--- src/rtl/pc_fetch_ctrl.sv ---
// Instruction fetch sequencer: owns the PC, issues one outstanding imem request
// at a time and hands fetched words to decode over a valid/ready boundary.
module pc_fetch_ctrl #(
  parameter logic [31:0] RESET_VECTOR = 32'h0000_0000
) (
  input  logic        clk,
  input  logic        rst,
  input  logic        stall_i,
  input  logic        redirect_valid_i,
  input  logic [31:0] redirect_target_i,
  output logic        imem_req_o,
  output logic [31:0] imem_addr_o,
  input  logic        imem_gnt_i,
  input  logic        imem_rvalid_i,
  input  logic [31:0] imem_rdata_i,
  output logic        if_valid_o,
  input  logic        if_ready_i,
  output logic [31:0] if_pc_o,
  output logic [31:0] if_instr_o,
  output logic        misalign_o
);

  localparam logic [2:0] S_RESET = 3'd0;
  localparam logic [2:0] S_REQ   = 3'd1;
  localparam logic [2:0] S_WAIT  = 3'd2;
  localparam logic [2:0] S_HOLD  = 3'd3;
  localparam logic [2:0] S_DROP  = 3'd4;

  logic [2:0]  state_q, state_d;
  logic [31:0] pc_q, pc_d;
  logic [31:0] if_pc_q, if_pc_d;
  logic [31:0] if_instr_q, if_instr_d;
  logic        if_valid_q, if_valid_d;
  logic        misalign_q, misalign_d;
  logic        redir_ok;

  // Misaligned targets are dropped entirely; only the pulse records them.
  assign redir_ok = redirect_valid_i && (redirect_target_i[1:0] == 2'b00);

  always_comb begin
    state_d    = state_q;
    pc_d       = pc_q;
    if_pc_d    = if_pc_q;
    if_instr_d = if_instr_q;
    if_valid_d = if_valid_q;
    misalign_d = redirect_valid_i && (redirect_target_i[1:0] != 2'b00);

    if (redir_ok) begin
      pc_d       = redirect_target_i;
      if_valid_d = 1'b0;
    end

    case (state_q)
      S_RESET: state_d = S_REQ;
      S_REQ: begin
        // A granted request still returns data for the old pc; drain it.
        if (imem_gnt_i) state_d = redir_ok ? S_DROP : S_WAIT;
      end
      S_WAIT: begin
        if (redir_ok) begin
          state_d = imem_rvalid_i ? S_REQ : S_DROP;
        end else if (imem_rvalid_i) begin
          if_instr_d = imem_rdata_i;
          if_pc_d    = pc_q;
          if_valid_d = 1'b1;
          pc_d       = pc_q + 32'd4;
          state_d    = S_HOLD;
        end
      end
      S_HOLD: begin
        if (redir_ok) begin
          state_d = S_REQ;
        end else if (if_ready_i && !stall_i) begin
          if_valid_d = 1'b0;
          state_d    = S_REQ;
        end
      end
      S_DROP: begin
        if (imem_rvalid_i) state_d = S_REQ;
      end
      default: state_d = S_RESET;
    endcase
  end

  always_ff @(posedge clk) begin
    if (rst) begin
      state_q    <= S_RESET;
      pc_q       <= RESET_VECTOR;
      if_pc_q    <= 32'h0;
      if_instr_q <= 32'h0;
      if_valid_q <= 1'b0;
      misalign_q <= 1'b0;
    end else begin
      state_q    <= state_d;
      pc_q       <= pc_d;
      if_pc_q    <= if_pc_d;
      if_instr_q <= if_instr_d;
      if_valid_q <= if_valid_d;
      misalign_q <= misalign_d;
    end
  end

  assign imem_req_o  = (state_q == S_REQ);
  assign imem_addr_o = pc_q;
  assign if_valid_o  = if_valid_q;
  assign if_pc_o     = if_pc_q;
  assign if_instr_o  = if_instr_q;
  assign misalign_o  = misalign_q;

endmodule

--- config.mk ---
export PLATFORM = sky130hd
export DESIGN_NAME = pc_fetch_ctrl
export DESIGN_NICKNAME = d
export VERILOG_FILES = /design/src/rtl/pc_fetch_ctrl.sv
export SDC_FILE = /design/constraint.sdc
export NUM_CORES = 1
export LEC_CHECK = 0
export CAP_MARGIN = 40
export CELL_PAD_IN_SITES_DETAIL_PLACEMENT = 0
export CELL_PAD_IN_SITES_GLOBAL_PLACEMENT = 1
export CORE_UTILIZATION = 25
export CTS_BUF_LIST = sky130_fd_sc_hd__clkbuf_4 sky130_fd_sc_hd__clkbuf_8 sky130_fd_sc_hd__clkbuf_16
export CTS_CLUSTER_SIZE = 24
export DETAILED_ROUTE_END_ITERATION = 8
export DONT_BUFFER_PORTS = 1
export PLACE_DENSITY_LB_ADDON = 0.1
export RECOVER_POWER = 50
export SLEW_MARGIN = 20
export SYNTH_ARGS = -nofsm -noshare
export SYNTH_HDL_FRONTEND = slang
export SYNTH_SLANG_ARGS = --single-unit
export TNS_END_PERCENT = 50
--- constraint.sdc ---
create_clock -name clk -period 3.5 [get_ports clk]
set_clock_uncertainty 0.1 [all_clocks]
set_input_delay 0.7 -clock clk [delete_from_list [all_inputs] [get_ports clk]]
set_output_delay 0.7 -clock clk [all_outputs]
set_load 0.05 [all_outputs]
* After elaboration in Yosys (flattened, before gate mapping)
Index checks and enable logic that the tools add are counted.
Word-level totals: register bits 101, memories 0, output and inout bits 99, logic and storage cells 44, memory bits (writable) 0, input port bits 71, bits in latches 0, memory bits (read-only) 0
Operators by class: equality and inequality tests 8, shifts and indexed selects 0, div/mod/pow operators 0, multiply operators 0, mux-type cells 19, $lt $le $gt $ge 0, bitwise operators 1, reductions and logical operators 9, $add $sub $neg 1
Operators with widths (count):
- two-way mux 32 bit | 4
- adder 32 x 3 -> 32 bit, second input constant | 1
- two-way mux 3 bit | 8
- one-hot mux 3 bit (5 select lines) | 1
- equality test 3 x 2 -> 1 bit, second input constant | 2
- != test 3 bit, second input constant | 2
- two-way mux 1 bit | 5
- AND reduction 4 bit | 1
- equality test 3 x 1 -> 1 bit, second input constant | 1
- equality test 3 bit, second input constant | 1
- logical AND 1 bit | 3
- logical NOT 3 bit | 1
- AND reduction 3 bit | 1
- logical NOT 2 bit | 1
- != test 2 x 1 -> 1 bit, second input constant | 1
- != test 2 bit, second input constant | 1
- one-hot mux 1 bit (2 select lines) | 1
- nonzero test 2 bit | 1
- logical NOT 1 bit | 1
- NOT 1 bit | 1

* Longest topological paths before layout
Gate-level depths: netlist of the first run.
depth after elaboration 6, gate-level depth with buffers 7, mapped depth without buffers 5

* Worst setup path after synthesis of the first run
No wires, ideal clock.
path kind register to register, start register pc_q[2], in the netlist imem_addr_o[2], end register pc_q[22], in the netlist imem_addr_o[22], slack 1.098 ns, cell stages (with the launch flop) 7, setup time 0.091 ns, data arrival time 2.211 ns, period minus slack after synthesis 2.402 ns, cell sequence dfxtp_1 -> ha_1 -> and3_1 -> nand3_1 -> clkbuf_1 -> or4_1 -> a311oi_1
On the way: longest elaborated chain between the ends 4
RTL lines:
- from (decl) | RTL line 30 | logic [31:0] pc_q, pc_d;
- from (signal assigned) | RTL line 95 | pc_q <= pc_d;
- adder 32 x 3 -> 32 bit | RTL line 66 | pc_d = pc_q + 32'd4;
- two-way mux 32 bit | RTL line 62 | end else if (imem_rvalid_i) begin
- two-way mux 32 bit | RTL line 60 | if (redir_ok) begin
- two-way mux 32 bit | RTL line 53 | case (state_q)
Every way passes these cells. A chain may end at the register's enable or synchronous reset.

* Final worst setup path of the first run
start input port redirect_valid_i, end register pc_q[29], in the netlist imem_addr_o[29]
On the way: longest elaborated chain between the ends 5
RTL lines:
- from (decl) | RTL line 9 | input logic redirect_valid_i,
- logical AND 1 bit (*) | RTL line 38 | assign redir_ok = redirect_valid_i && (redirect_target_i[1:0] == 2'b00);
- two-way mux 32 bit | RTL line 48 | if (redir_ok) begin
- two-way mux 32 bit | RTL line 62
- two-way mux 32 bit | RTL line 60
- two-way mux 32 bit (*) | RTL line 53
Mark *: on every way between the ends. The rest lies on a longest branch, timed or not.

==> results.md, run 1 <==
Run status:
- The run finished, with violations left.
- The checks that failed: capacitance limit, slew limit.

Min path:
- The worst hold endpoint is if_pc_o[26].
- The instance count along the most critical hold path is 1.
- The tightest min-delay check is of the in -> reg type.
- The origin of the worst min-delay path is rst.

Floorplan:
- The standard-cell row count is 47.
- The number of ports placed on the die boundary is 170.
- The chip height is 132 microns.
- The initial core utilization is 25.7%.
- The area of the core is 16,600 sq um.
- In this run the horizontal extent of the chip is 132 microns.
- The full die area is 17,500 sq um.

Pwr:
- The switching power is 688 uW.
- The relative contribution of the clock network to total power is 43.7%.
- The overall power after layout is 2560 uW.
- The leakage power is 0.00148 uW.
- The share of total power consumed by net switching is 26.9%.
- The sequential share of power is 50.4%.
- The share of total power dissipated in combinational logic is 5.9%.
- For this design the ratio of total power to cell area is 528 nW/um^2.
- The internal power is 1870 uW.
- VDD sags by at most 0.219 mV.

Worst setup path:
- The critical path is of the in -> reg type.
- Along the worst path, the maximum fanout reaches 41.
- The length in cells of the worst reg-to-reg path is 5.
- STA puts the critical path data required time at 3.64 ns.
- Data arrives at the worst endpoint at 3.00 ns.
- Counting both buffers and inverters, the worst setup path holds a total of 1.
- The startpoint identified for the worst register-to-register timing path is imem_addr_o[4].
- Among cell families on the critical path, the largest total delay comes from buffers and inverters.
- The maximum cell stage delay along the critical path is 1.28 ns.
- The kind of start point of the critical path is a primary input.
- The setup check on the worst reg-to-reg path leaves a slack of 0.65 ns.
- The sort of element at the end of the critical path is a register.
- Walking the worst path, the cells encountered are or3b_2 > clkbuf_1 > nand4_1 > or4_1 > and3_1.
- The slowest stage of the critical path is the clkbuf_1 cell.
- The end of the worst register-to-register path is imem_addr_o[24].

Synth:
- Yosys attributes the largest share of cell area to dfxtp_1 (48%), nand2_1 (13%), a21oi_1 (8.0%).
- The synthesized net count is 606.
- The fraction of registers with async set/reset is 0%.
- Yosys instantiated no cell more often than nand2_1.
- After synthesis, the largest area contributor takes up 47.5% of total cell area.
- After synthesis the cells add up to 4250 sq um.
- The leading register cell type out of synthesis is dfxtp_1.
- In this run, distinct cell masters in the synthesized netlist total 41.
- The biggest area contributor in the post-synthesis netlist is dfxtp_1.
- The share of synthesized area occupied by flip-flops and latches is 47.5%.
- The post-synthesis cell count is 534.
- A synthesized cell averages 7.97 sq um.
- Counting flops with a built-in enable in the synthesized netlist gives 0.
- The number of storage elements in the synthesis netlist is 101.
- Counting instances in the post-synthesis netlist gives the leading cell types as nand2_1 (146), dfxtp_1 (101), a21oi_1 (68), clkbuf_1 (35), nor2_1 (34).
- The warning count from the yosys run is 0.

Global routing:
- The largest net degree at the start of global routing is 96.
- The via count of the first global-routing pass is 3,593.
- The global route total overflow is 0.
- The initial antenna violation count is 0.
- The overall global routing resource usage is 15.3%.
- The first global-routing pass estimated 20,800 microns of wire.

Timing:
- The worst path uses 81.7% of the clock period.
- Setup repair after global routing left no endpoint under its margin.
- Setup violations remaining at the end of the flow were counted as 0.
- The minimum setup slack in the final design is 0.640 ns.
- The highest clock rate is 350 MHz.
- At the pin with the least slew margin, the transition time is 1.76 ns.
- The worst pin sits at a relative slew slack of -17.6%.
- The sum of negative setup slack is 0 ns.
- The final hold violation count is 0.
- The count of final max-slew check failures came to 42.
- The smallest clock period supported by the final layout is computed as 2.86 ns.

Drt:
- The via total after detailed routing is 3,812.
- The number of detailed-routing iterations run before antenna repair is 4.
- After detailed routing, the number of remaining DRC violations is 0.
- After the first detailed-routing iteration, the DRC count stood at 162.
- Summed over all layers, the routed wires come to 13,400 microns.
- The per-cell routed wire length is 17.8 microns.
- Using the TritonRoute via totals, the vias-per-cell ratio works out to 5.06.
- The detail route stage leaves a number of antenna-violating nets equal to 0.

Cells and area:
- Cells with a size suffix above 1 make up 5.99% of the layout.
- The filler cell count is 1,851.
- The area growth from synthesis to layout is 14.0%.
- The repair_antennas step left the layout with diodes totalling 0.
- After the last flow step, the layout net total stands at 601.

Placement:
- The HPWL after detailed placement is 9290 microns.
- The congestion estimate from routability-driven global placement came to 0.725.
- The pre-CTS setup slack is 0.795 ns.
- Port buffering added 0 buffers.

CTS:
- The number of hold buffers added after cts is 0.
- In this run, post-CTS repair resized a total of 0 instances.
- The CTS H-tree depth is 3.
- The tree built by TritonCTS fans out to 101 sinks.
- The CTS root buffer is clkbuf_16.
- The buffer levels on the longest clock path is 2.
- Buffers added to address setup during post-CTS repair amount to 0.
- After clock tree synthesis, the clock-pin slew on the worst setup and hold paths is 0.07 ns.
- At the later pin of the worst-skew pair, clock insertion delay measures 0.36 ns.
- TritonCTS built the clock tree.
- The clock buffer count from CTS is 9.

Run:
- The tool flagged a number of max-cap violations equal to 1.
==> layout by cell type (no fill, tap or decap), types with 2 or more instances in the layout <==
| master | netlist | final |
|---|---|---|
| o21a_1 | 2 | 2 |
| nand3_1 | 15 | 15 |
| xnor2_1 | 5 | 5 |
| and3_1 | 4 | 4 |
| inv_1 | 3 | 3 |
| buf_12 | 0 | 2 |
| buf_4 | 1 | 7 |
| dfxtp_1 | 101 | 101 |
| nor4_1 | 8 | 8 |
| nor2_1 | 34 | 33 |
| a311oi_1 | 13 | 13 |
| o21ai_0 | 7 | 7 |
| and4_1 | 5 | 5 |
| clkbuf_16 | 0 | 9 |
| o2111a_1 | 2 | 2 |
| nor3_1 | 3 | 3 |
| or3_1 | 6 | 6 |
| or4_1 | 14 | 14 |
| clkinv_2 | 0 | 3 |
| bufinv_16 | 0 | 2 |
| a211oi_1 | 13 | 13 |
| clkbuf_1 | 35 | 13 |
| nor3b_1 | 3 | 2 |
| a21oi_1 | 68 | 68 |
| or2_2 | 2 | 2 |
| o31ai_1 | 12 | 12 |
| nand4_1 | 10 | 10 |
| xor2_1 | 6 | 6 |
| nand2_1 | 146 | 146 |
==> worst max-delay path by stage <==
| stage | endpoint | cells after the start | slack [ns] | start |
|---|---|---|---|---|
| floorplan | imem_addr_o[22] | 6 | 1.10 | imem_addr_o[2] |
| global placement | imem_addr_o[21] | 3 | 0.87 | imem_addr_o[15] |
| detailed placement | imem_addr_o[22] | 4 | 0.80 | imem_addr_o[6] |
| CTS | imem_addr_o[24] | 4 | 0.78 | imem_addr_o[6] |
| global route | imem_addr_o[29] | 5 | 0.45 | redirect_valid_i |
| finish | imem_addr_o[29] | 5 | 0.64 | redirect_valid_i |
==> worst reg2reg max path, cell delays in order, from the launching register on <==
cell and delay (ns):
dfxtp_1 0.32, clkbuf_1 0.66, and3_1 0.36, nand3_1 0.42, or4_1 0.64, a311oi_1 0.26
==> power by group through the flow <==
stage,clock [uW],sequential [uW],combinational [uW]
global placement,0,1320,157
CTS,1160,1290,158
detailed placement,0,1320,158
global route,1210,1300,166
finish,1120,1290,151
floorplan,0,1340,95.9
==> cells by family after synthesis <==
family          after synthesis  synth area share [%]
xor+xnor                     11                  2.26
fa+ha+maj                     1                 0.294
flops                       101                  47.5
compound gates              123                  18.0
simple gates                256                  27.9
buf+inv                      42                  4.00
==> cell type report <==
cell class	count	area, sq um	share of cell area (%)
Clock buffer	10	239	4.93
Clock inverter	6	83.8	1.73
Inverter	4	15.0	0.310
Multi-Input combinational cell	391	2070	42.8
Sequential cell	101	2020	41.7
Tap cell	220	275	5.67
Timing Repair Buffer	22	141	2.91
==> per-stage QoR <==
step / utilization, % / cell area (sq um) / instances / hold slack [ns]
3_5_place_dp: 27.6 / 4580 / 738 / 0.497
6_report: 29.3 / 4850 / 754 / 0.316
4_1_cts: 29.6 / 4900 / 754 / 0.299
2_1_floorplan: - / 4250 / 534 / 0.406
3_3_place_gp: 27.6 / 4580 / 738 / 0.506
5_1_grt: 29.3 / 4850 / 754 / 0.297
==> sequential cells by signal, indices dropped and copies added (netlist names) <==
name         flops
state_q          3
misalign_o       1
if_pc_o         32
if_valid_o       1
imem_addr_o     32
if_instr_o      32
==> layer usage <==
metal  wire [microns]  part of all wire, %  global-route usage (%)  vias to the layer above
met3              998                  7.4                    4.52                       13
met1             6000                   45                    19.6                     1785
met5                0                    0                       0                        -
li1                 -                    -                       -                     1879
met2             6220                   46                    24.1                      135
met4              208                  1.5                    6.45                        0
Power figures use the tool's default switching activity.
==> inputs of run 2 (changes only) <==
clock period = 2.5 ns   (was 3.5 ns; I/O delays follow)
==> results.md, run 2 (same netlist as run 1, synthesis figures left out) <==
Drt:
- The remaining routing DRC violations is 0 (unchanged).
- The length of routed met3 wiring is 1070 microns (+6.9%).
- The via total after detailed routing was 3,912 (+2.6%).
- The detailed-route wire length is 13,800 microns (+2.9%).
- The remaining antenna violation count after routing is 0 (unchanged).
- The number of detailed-routing iterations run before antenna repair is 5 (+1).
- The number of vias per cell after detailed routing is 5.05 (-0.16%).
- After detailed routing, no signal wire sits above met4.
- The met2 wire length is 6350 microns (+2.2%).
- The per-cell routed wire length is 17.8 microns (+0.12%).
- The met1 wire length came to 6160 microns (+2.7%).
- The violation count after the first detailed-route iteration is 233 (+44%).

Cells and area:
- The area taken by flip-flops and latches came to 2020 sq um (unchanged).
- Leaving out fill and tap cells, the most frequent cell in the layout is nand2_1.
- The layout overhead on the synthesized area is 16.5%.
- The layout net count is 622 (+3.5%).
- The filler cell count was 1,842 (-0.49%).
- The post-route cell area came to 4960 sq um (+2.2%).
- The count of antenna diodes in the layout is 0 (unchanged).
- The proportion of layout cells with a drive suffix above 1 was 8.83% (+2.8 points).
- Leaving out fill and tap cells, the most frequent cells in the layout are nand2_1 (145), dfxtp_1 (101), a21oi_1 (68).
- The core occupancy in the finished layout is 29.9% (+0.63 points).
- The area of the multi-input gates was 2080 sq um (+0.12%).

Worst setup path:
- The maximum fanout along the worst path was 6 (-85%).
- The kind of start point of the critical path is a register.
- The worst setup path category is reg -> reg.
- The data required time at the worst endpoint was 2.70 ns (-0.94 ns).
- The sort of element at the end of the critical path is a register.
- The maximum cell stage delay along the critical path was 0.65 ns (-0.63 ns).
- The length in cells of the worst reg-to-reg path is 5 (unchanged).
- The slowest library cell on the worst path is clkbuf_1.
- Traced cell by cell, the critical path runs through clkbuf_1 > nand3_1 > or4_1 > or4_1 > nand3_1.
- The signal arrival time at the worst endpoint came to 2.44 ns (-0.56 ns).
- Tracing the worst setup path back leads to its startpoint at imem_addr_o[26].
- The reg-to-reg startpoint is imem_addr_o[26].

Floorplan:
- The number of ports placed on the die boundary is 170 (unchanged).
- The initial core utilization is 25.7% (unchanged).
- The full die area was 17,500 sq um (unchanged).
- The area of the core was 16,600 sq um (unchanged).
- The chip height is 132 microns (unchanged).
- The chip width is 132 microns (unchanged).
- The standard-cell row count is 47 (unchanged).

Pwr:
- The largest voltage drop on the vdd net is 0.299 mV (+37%).
- The leakage power is 0.00154 uW (+4.0%).
- The cell area power density is 703 nW/um^2 (+33%).

Global routing:
- The via count of the first global-routing pass came to 3,766 (+4.8%).
- The global route total overflow is 0 (unchanged).
- The largest net degree at the start of global routing is 96 (unchanged).
- The initial antenna violation count is 0 (unchanged).
- The overall global routing resource usage came to 15.9% (+0.55 points).
- The wire length of the first global-routing pass is 21,500 microns (+3.3%).

Run:
- The number of max-cap violations is 0 (-1).

Placement:
- The post-place instance area is 4720 sq um (+3.2%).
- The routability congestion estimate was 0.773 (+6.7%).
- The number of I/O port buffers is 0 (unchanged).
- The final HPWL from detailed placement is 9650 microns (+3.9%).

Timing:
- The minimum clock period after layout is 2.25 ns.
- The sum of negative setup slack is 0 ns (unchanged).
- The tightest slew margin relative to the limit is 42.4% (+60 points).
- The highest clock rate is 445 MHz.
- The final hold violation count is 0 (unchanged).
- The count of final max-slew check failures is 0 (-100%).
- Setup repair after global routing left no endpoint under its margin.
- The final setup violation count came to 0 (unchanged).
- The final clock period utilization by the worst path is 89.9%.
- The pin slew with the least headroom to its limit was 0.865 ns (-0.899 ns).

CTS:
- The number of hold buffers added after cts is 0 (unchanged).
- The clock latency reported for the late side of the worst-skew pair is 0.36 ns (about the same).
- The clock transition at the register clock pins on the worst setup and hold paths after CTS is 0.07 ns (about the same).
- The CTS H-tree depth was 3 (unchanged).
- TritonCTS built the clock tree.
- The clock buffer count from CTS is 9 (unchanged).
- The buffer levels on the longest clock path came to 2 (unchanged).
- The clock sink total is 101 (unchanged).
- The post-cts gate resize count came to 0 (unchanged).
- The number of setup buffers added after CTS was 0 (unchanged).
- CTS placed an instance of clkbuf_16 at the clock tree root.

Min path:
- The instance count along the most critical hold path is 1 (unchanged).
- The startpoint identified for the worst hold timing path is rst.
- In this run the worst hold path is classified as in -> reg.

Run status:
- The flow ran to the end, and the final reports show no timing, DRC or antenna violations.
[run 2: changes by cell type in the layout (fill, tap and decap cells not counted), sizes merged]
cell | before | now
buf | 9 | 24
clkbuf | 23 | 28
clkinvlp | 0 | 2
bufinv | 2 | 1
clkinv | 4 | 5
inv | 4 | 3
[run 2: path summary, 6_finish.rpt]
kind                           to  slack [ns]
setup / recovery  imem_addr_o[31]        0.25
hold / removal        if_pc_o[28]        0.11
setup reg to reg  imem_addr_o[31]        0.25
hold reg to reg   imem_addr_o[25]        0.44
[run 2: stage by stage]
step	total power [uW]	std cells	hold slack [ns]	setup WS, ns
global route	3640	775	0.0932	0.127
floorplan	2010	534	0.406	0.0978
detailed placement	2090	759	0.421	0.427
CTS	3570	775	0.0908	0.413
global placement	2090	759	0.409	0.421
finish	3480	775	0.109	0.253
[run 2: layout make-up]
type | count | area share, %
tap | 220 | 5.55
inverter | 4 | 0.303
multi-input combinational | 391 | 41.9
timing repair buffer | 43 | 5.35
clock buffer | 9 | 4.54
sequential | 101 | 40.8
clock inverter | 7 | 1.54
[run 2: worst max-delay path: cells and delay by family (launching register included)]
family        cells  cell delay [ns]
buf+inv           1             0.65
simple gates      4             1.08
flops             1             0.35
[run 2: layer usage]
metal | track usage, % | up-vias
met5 | 0 | -
met4 | 6.39 | 0
met3 | 4.94 | 17
met2 | 25.4 | 126
met1 | 19.8 | 1847
li1 | - | 1922
[run 2: report_power, final]
part	internal, uW	total (uW)	switching (uW)
clock	781	1450	666
sequential	1650	1750	100
combinational	77.8	285	207
==> inputs of run 3 (changes only) <==
CORE_MARGIN = 10   (was default)
==> results.md, run 3 (same netlist as run 1, synthesis figures left out) <==
Worst setup path:
- The critical path is of the reg -> reg type.
- The data required time at the worst endpoint is 2.69 ns (about the same).
- The signal arrival time at the worst endpoint is 2.50 ns (+0.06 ns).
- The number of buffer and inverter instances along the worst setup path was 1 (unchanged).
- On the critical path, the stage with the largest delay is an instance of clkbuf_1.
- The worst setup path is captured at a register.
- The slack of the worst reg-to-reg path is 0.19 ns (-0.06 ns).
- On the critical path the largest part of the delay comes from simple AND/OR/NAND/NOR gates.
- The signal on the critical path passes through clkbuf_1 > nand3_1 > or4_1 > or4_1 > nand3_1.
- The maximum cell stage delay along the critical path was 0.63 ns (-0.02 ns).
- The maximum fanout along the worst path was 6 (unchanged).
- The worst setup path is launched from a register.

Drt:
- The number of vias per cell after detailed routing came to 5.11 (+1.2%).
- The per-cell routed wire length is 19.9 microns (+12%).
- The number of detailed-routing iterations run before antenna repair is 4 (-1).
- The remaining antenna violation count after routing was 0 (unchanged).
- The remaining routing DRC violations came to 0 (unchanged).
- The via total after detailed routing is 3,948 (+0.92%).
- The violation count after the first detailed-route iteration was 176 (-24%).
- The detailed-route wire length is 15,400 microns (+11%).

Timing:
- The final clock period utilization by the worst path came to 92.4% (+2.5 points).
- The minimum setup slack in the final design is 0.190 ns (-0.0629 ns).
- The pin slew with the least headroom to its limit is 0.952 ns (+0.0872 ns).
- The count of final max-slew check failures came to 0 (unchanged).
- The final hold violation count is 0 (unchanged).
- The minimum clock period after layout is 2.31 ns (+0.0629 ns).
- The final setup violation count is 0 (unchanged).
- The sum of negative setup slack came to 0 ns (unchanged).
- The highest clock rate is 433 MHz (-2.7%).
- The tightest slew margin relative to the limit is 36.5% (-5.8 points).
- Setup repair after global routing left no endpoint under its margin.

Global routing:
- The largest net degree at the start of global routing was 96 (unchanged).
- The wire length of the first global-routing pass is 22,900 microns (+6.3%).
- The via count of the first global-routing pass was 3,803 (+0.98%).
- The global route total overflow is 0 (unchanged).
- The overall global routing resource usage is 13.1% (-2.9 points).
- The initial antenna violation count is 0 (unchanged).

CTS:
- The post-cts gate resize count is 0 (unchanged).
- The clock transition at the register clock pins on the worst setup and hold paths after CTS is 0.07 ns (about the same).
- The number of hold buffers added after cts was 0 (unchanged).
- The clock buffer count from CTS is 9 (unchanged).
- The CTS H-tree depth is 3 (unchanged).
- The number of setup buffers added after CTS was 0 (unchanged).
- The buffer levels on the longest clock path is 2 (unchanged).
- The CTS root buffer is clkbuf_16.
- The clock sink total is 101 (unchanged).
- The clock latency reported for the late side of the worst-skew pair is 0.35 ns (about the same).
- TritonCTS built the clock tree.

Cells and area:
- Compared with the post-synthesis result, the final layout area differs by 15.5%.
- The count of antenna diodes in the layout is 0 (unchanged).
- The commonest non-fill, non-tap cell in the layout is nand2_1.
- The filler cell count is 1,830 (-0.65%).
- The layout net count is 622 (unchanged).
- The post-route cell area is 4910 sq um (-0.88%).
- The top cell types in the final layout, fill and taps aside, are nand2_1 (145), dfxtp_1 (101), a21oi_1 (68).
- The proportion of layout cells with a drive suffix above 1 came to 7.96% (-0.87 points).

Placement:
- The routability congestion estimate is 0.737 (-4.7%).
- The final HPWL from detailed placement is 11,400 microns (+18%).
- The number of I/O port buffers came to 0 (unchanged).
- The pre-CTS setup slack was 0.331 ns (-0.0958 ns).
- The post-place instance area is 4720 sq um (unchanged).

Pwr:
- The sequential share of power is 52.1% (+1.8 points).
- The leakage power came to 0.00150 uW (-2.0%).
- The combinational group share of total power is 8.4% (+0.2 points).
- The internal power is 2430 uW (-3.1%).
- The share of total power consumed by net switching is 27.8% (-0.19 points).
- The switching power is 935 uW (-4.0%).
- The largest voltage drop on the vdd net came to 0.334 mV (+12%).
- The relative contribution of the clock network to total power is 39.5% (-2.0 points).
- The cell area power density is 686 nW/um^2 (-2.5%).

Floorplan:
- The area of the core is 16,600 sq um (+0.35%).
- The initial core utilization came to 25.6% (-0.091 points).
- The chip width came to 150 microns (+14%).
- The chip height is 150 microns (+14%).
- The standard-cell row count was 47 (unchanged).
- The full die area is 22,600 sq um (+29%).
- The number of ports placed on the die boundary came to 170 (unchanged).

Run status:
- The flow ran to the end, and the final reports show no timing, DRC or antenna violations.

Run:
- The number of max-cap violations is 0 (unchanged).

Min path:
- The classification of the worst-slack hold path is in -> reg.
## run 3: area by class of cell
cell class	count	area, sq um	area share (%)
repair buffers	43	253	5.15
flip-flops and latches	101	2020	41.2
well taps	220	275	5.60
multi-input cells	391	2080	42.3
clock inverters	3	23.8	0.484
clock buffers	11	246	5.02
inverters	4	15.0	0.306
## run 3: per-layer routing
metal | track usage [%] | wire [microns]
met5 | 0 | 0
met4 | 5.00 | 238
met3 | 5.67 | 1670
met2 | 21.4 | 7390
met1 | 14.7 | 6100
## run 3: final timing paths
check	depth (start not counted)	endpoint	start
worst min-delay path	1	if_pc_o[28]	rst
worst max register to register	5	imem_addr_o[31]	imem_addr_o[26]
worst min register to register	2	if_pc_o[6]	imem_addr_o[6]
worst max-delay path	5	imem_addr_o[31]	imem_addr_o[26]
## run 3: through the flow
step / power, uW / std cells / hold WS [ns] / util, %
detailed placement: 2100 / 759 / 0.401 / 28.4
global route: 3510 / 773 / 0.105 / 29.5
global placement: 2090 / 759 / 0.394 / 28.4
floorplan: 2010 / 534 / 0.406 / -
CTS: 3450 / 773 / 0.101 / 30.0
finish: 3370 / 773 / 0.115 / 29.5
## run 3: power by group through the flow
| stage | combinational [uW] | clock [uW] | sequential [uW] |
|---|---|---|---|
| after global placement | 302 | 0 | 1790 |
| final | 282 | 1330 | 1750 |
| after floorplan | 134 | 0 | 1880 |
| after global routing | 309 | 1440 | 1760 |
| after CTS | 304 | 1390 | 1760 |
| after detailed placement | 303 | 0 | 1790 |
## run 3: worst register-to-register path: cells and delay by family, from the launching register on
kind          cells  cell delay [ns]
buf+inv           1             0.63
simple gates      4             1.18
flops             1             0.34
